==> src/rtl/full_subtractor_cell.sv <==
// One-bit full-subtractor leaf cell: d = a - b - bin, with the borrow passed to the next bit.
module full_subtractor_cell (
  input  logic a,
  input  logic b,
  input  logic bin,
  output logic d,
  output logic bo
);

  assign d  = a ^ b ^ bin;
  assign bo = (~a & b) | (~(a ^ b) & bin);

endmodule

==> src/rtl/full_subtractor.sv <==
// WIDTH-bit ripple-borrow subtractor (a - b - bin) with a zero-latency combinational
// result and a one-cycle registered copy qualified by out_valid.
module full_subtractor #(
  parameter int unsigned WIDTH = 1
) (
  input  logic             clk,
  input  logic             rst,
  input  logic [WIDTH-1:0] a,
  input  logic [WIDTH-1:0] b,
  input  logic             bin,
  input  logic             in_valid,
  output logic [WIDTH-1:0] diff,
  output logic             bout,
  output logic [WIDTH-1:0] diff_q,
  output logic             bout_q,
  output logic             out_valid
);

  logic [WIDTH:0]   borrow;
  logic [WIDTH-1:0] diff_d;
  logic             bout_d;
  logic             valid_d;
  logic             valid_q;

  assign borrow[0] = bin;

  // Borrow ripples LSB to MSB; the final borrow is the borrow-out of the whole word.
  for (genvar i = 0; i < WIDTH; i++) begin : g_cell
    full_subtractor_cell u_cell (
      .a   (a[i]),
      .b   (b[i]),
      .bin (borrow[i]),
      .d   (diff[i]),
      .bo  (borrow[i+1])
    );
  end

  assign bout = borrow[WIDTH];

  always_comb begin
    diff_d  = diff_q;
    bout_d  = bout_q;
    valid_d = 1'b0;
    if (in_valid) begin
      diff_d  = diff;
      bout_d  = bout;
      valid_d = 1'b1;
    end
  end

  always_ff @(posedge clk) begin
    if (rst) begin
      diff_q  <= '0;
      bout_q  <= 1'b0;
      valid_q <= 1'b0;
    end else begin
      diff_q  <= diff_d;
      bout_q  <= bout_d;
      valid_q <= valid_d;
    end
  end

  assign out_valid = valid_q;

endmodule

==> config.mk <==
export PLATFORM = sky130hd
export DESIGN_NAME = full_subtractor
export DESIGN_NICKNAME = d
export VERILOG_FILES = /design/src/rtl/full_subtractor_cell.sv /design/src/rtl/full_subtractor.sv
export SDC_FILE = /design/constraint.sdc
export NUM_CORES = 1
export LEC_CHECK = 0
export ABC_AREA = 1
export CAP_MARGIN = 20
export CORE_AREA = 2 2 39 41
export CTS_CLUSTER_SIZE = 25
export DETAILED_ROUTE_END_ITERATION = 10
export DIE_AREA = 0 0 41 43
export SLEW_MARGIN = 20
export SYNTH_ARGS = -nofsm -noshare
export SYNTH_HDL_FRONTEND = slang
export SYNTH_SLANG_ARGS = --single-unit
==> constraint.sdc <==
create_clock -name clk -period 2.53 [get_ports clk]
set_clock_uncertainty 0.05 [all_clocks]
set_input_delay 0.506 -clock clk [delete_from_list [all_inputs] [get_ports clk]]
set_output_delay 0.506 -clock clk [all_outputs]
set_load 0.01 [all_outputs]
Word level (Yosys, flattened, before mapping)
Index checks and enable logic that the tools add are counted.

Register bits: 3. Input port bits: 6. Output and inout bits: 5. Logic and storage cells: 11.

Multiplexer cells: 1. Bitwise logic cells: 7.

Operator list (number): 1-bit AND (2); 1-bit inverter (2); 1-bit bitwise XOR (2); 1-bit 2-to-1 mux (1); 1-bit bitwise OR (1).

Logic depth before layout (Yosys ltp)
Depth in word-level cells: 4. Mapped depth: 5. Depth with buffers taken out: 5.

Hierarchy
From an unflattened synthesis, not the netlist that was laid out.

Cells, all modules: 20. Area total of the unflattened synthesis: 140.1 µm².

By module, submodules not included: full_subtractor (times used 1, cells an instance 16, area each 108.9 µm², sequential area each 60.1 µm²); full_subtractor_cell (times used 1, cells an instance 4, area each 31.3 µm², sequential area each 0.0 µm²).

Least setup slack after synthesis
Ideal clock, no wire load.

Path type: input-to-output. Start: in b. End: out diff. Arrival: 1114 ps. Data required time: 1974 ps. Setup slack: 860 ps. Stages: 2. Path buffers: 0. Path through: inv_1 > fa_1.

Cells in the longest elaborated chain, start to end: 2.

Ends and longest elaborated chain: start, declared (RTL line full_subtractor.sv:9) `input logic [WIDTH-1:0] b,`; 1-bit bitwise XOR (2 in series) (RTL line full_subtractor_cell.sv:10) `assign d = a ^ b ^ bin;`; end, declared (RTL line full_subtractor.sv:12) `output logic [WIDTH-1:0] diff,`.

No other way between the ends.

Worst setup path after layout
Same ends and word-level chain as after synthesis.

==> summary.txt <==
Timing
  • Post-route clock period utilization: 0.9290
  • Final Hold Vio Count: 0
  • Worst-Margin Slew: 133.1 ps
  • Final WS setup: roughly 180 ps
  • Tmin final: roughly 2400 ps
  • TNS Setup: 0 ps
  • Fmax: 425.5 MHz
  • Max-slew violations: 0
  • Final setup fails: 0
  • Relative slew slack: 0.9103
  • RSZ-0062 raised after global routing: false

Floorplanning
  • Core footprint: between 1000 and 1500 um^2
  • Initial Util: 0.09674
  • Die area: around 1800 um^2
  • FP Rows: 14
  • IO Pins: 11
  • Width of the die: ~41 um
  • DIE HEIGHT: approximately 43 um

Global routing
  • Global route total overflow: 0
  • Total GRT Usage: 0.06225
  • First-pass GRT wire length: ~630 um
  • Initial antenna violation count: 0
  • Largest net degree at the start of global routing: 5
  • Vias in the first global route: between 150 and 200

Synthesis
  • Post-Synth Simple-Gate Area: 0.1589
  • Synthesized Nets: 24
  • Synth top area share: 0.4486
  • Synth Area in XOR/XNOR: 0
  • Synth area leaders: dfxtp_1 45%, inv_1 17%, fa_1 15%, nor2_1 8.4%, nor2_2 4.7%
  • Ys Warns: 0
  • Synth Area in Compound Gates: 0.07477
  • Yosys reg bits: 3
  • Mux share of post-synthesis cell area: 0
  • Adder-Cell Fraction of Synth Area: 0.1495
  • Largest family of logic cells by synthesized area: buffers and inverters
  • Synth area leader: dfxtp_1
  • Cells after synthesis: 17
  • Sequential area share after synthesis: 0.4486
  • Mapped cell area: 133.9 um^2
  • Library cells used by synthesis: 8
  • Mapped Avg Cell Area: 7.875 um^2

Final layout
  • Final nets: 40
  • Area of the multi-input gates: about 51 um^2
  • P&R area growth vs syn: 113.1%
  • Fill count: between 150 and 200
  • Layout cells sized above 1: 0.1563
  • Diodes inserted: 0
  • Register Area: 60.06 um^2

Min path
  • Worst hold start: bout_q
  • Worst hold path endpoint: bout_q
  • Hold Path Cell Cnt: 2
  • Hold WC Path Type: flip-flop to flip-flop

Critical path
  • Worst path max stage delay: slightly above 500 ps
  • Maximum fanout along the worst path: 2
  • CP cell instances: clkdlybuf4s50_1, inv_1, fa_1, dlygate4sd2_1
  • WP data arrival: about 1800 ps
  • Critical Path Slowest Stage Cell: fa_1
  • Worst reg2reg endpoint: diff_q
  • CP Class: input pin to output port
  • Crit path required time: around 2000 ps
  • CP startpoint kind: input pin
  • Reg-to-reg startpoint: diff_q
  • Reg2Reg Setup Slack: roughly 1900 ps
  • CP Capture Type: output port
  • Cell count of the worst reg-to-reg path: 2

Clocking
  • TritonCTS clock tree: done
  • H-tree levels: 1
  • # resized after CTS: 2
  • Post-CTS Repair Setup Buffers: 0
  • CTS Sinks: 3
  • CTS root buf: clkbuf_4
  • Largest buffer count on any clock path: 2
  • CTS Buf Count: 3
  • Clock slew at reported path FFs: 40 ps
  • # hold bufs at CTS: 0
  • Clock Latency Late Sink: around 230 ps

Routing
  • Overall routed net length: between 300 and 400 um
  • Residual DRC: 0
  • DRT antenna net count: 0
  • Vias per cell: around 3
  • Iter 0 DRT Violations: 3
  • DR WL/cell: approximately 7 um
  • Vias: between 100 and 150
  • DRT Pass-1 Iters: 2

Placed design
  • Dpl ws: -105.2 ps
  • RD Place Congestion: around 0.64
  • Final HPWL DP: approximately 270 um
  • I/O Buffers: 10

Outcome
  • Status: finished, final reports clean

Pwr
  • P_leak: 0.0001407 uW
  • Pint: between 100 and 150 uW
  • Pwr/cell area: roughly 610 nW/um^2
  • Clock power frac: 0.484
  • Sw Pwr: ~41 uW
  • Power Total: around 170 uW
  • Share of total power in sequential cells: 0.300
  • Switch share: 0.2370
  • Maximum vdd drop: approximately 0.11 mV
  • Combinational cell fraction of total power: 0.215

Job
  • Max Cap Viol: 0
## final cells by class
type                            count  share of cell area
Timing Repair Buffer               11              0.3684
Clock buffer                        4             0.09211
Sequential cell                     3              0.2105
Tap cell                           16             0.07018
Multi-Input combinational cell      8              0.1798
Inverter                            6             0.07895
## flip-flops by register name, summed over array words and instances (netlist names)
signal / count
bout_q: 1
out_valid: 1
diff_q: 1
## worst max-delay path: cells and delay by family
family,cells,cell delay [ps]
buffers and inverters,3,780
adder cells (fa/ha/maj),1,510
## power by group through the flow
| stage | Sequential [uW] | Combinational [uW] | Clock (uW) |
|---|---|---|---|
| 2_1_floorplan | 54.9 | 12.6 | 0 |
| 6_report | 52.5 | 37.6 | 84.6 |
| 3_5_place_dp | 53.2 | 41.3 | 0 |
| 4_1_cts | 52.5 | 38.7 | 88.7 |
| 3_3_place_gp | 53.2 | 40.9 | 0 |
| 5_1_grt | 52.7 | 42.7 | 99.2 |
## per-stage QoR
| step | cells | util | cell area [um^2] | hold WS, ps |
|---|---|---|---|---|
| 2_1_floorplan | 17 | - | 133.9 | 466.6 |
| 3_3_place_gp | 44 | 0.1890 | 261.5 | 422.2 |
| 3_5_place_dp | 44 | 0.1890 | 261.5 | 428.2 |
| 4_1_cts | 48 | 0.2061 | 285.3 | 437.3 |
| 5_1_grt | 48 | 0.2061 | 285.3 | 500.6 |
| 6_report | 48 | 0.2061 | 285.3 | 435.7 |
## cell usage in the layout (no fill, tap or decap)
master,count
buf_4,1
clkbuf_1,1
clkbuf_4,3
clkdlybuf4s50_1,8
dfxtp_1,3
dlygate4sd2_1,2
fa_1,1
inv_1,6
nand2_1,1
nor2_1,3
nor2_2,1
o21ai_0,1
o21ai_1,1
## cells in the mapped netlist
cell / instances
dfxtp_1: 3
fa_1: 1
inv_1: 6
nand2_1: 1
nor2_1: 3
nor2_2: 1
o21ai_0: 1
o21ai_1: 1
## logic make-up after synthesis
logic type / after synthesis
flip-flops: 3
adder cells (fa/ha/maj): 1
buffers and inverters: 6
AND/OR/NAND/NOR: 5
AO/OA/AOI/OAI: 2
## worst max path at each step
stage / start / to / slack (ps) / depth (start not counted)
finish: b / diff / 180 / 4
global route: b / diff / 120 / 4
CTS: b / diff / 170 / 4
detailed placement: b / diff / -110 / 4
global placement: b / diff / -80 / 4
floorplan: b / diff / 860 / 2
## routing by layer
layer  vias up  part of all wire  track usage
li1         76                 -            -
met1        64              0.39      0.05145
met2         7              0.51      0.07813
met3         0              0.10      0.07853
met4         0                 0      0.04000
met5         -                 0            0
Note: power is estimated with default switching activity, not from simulation.
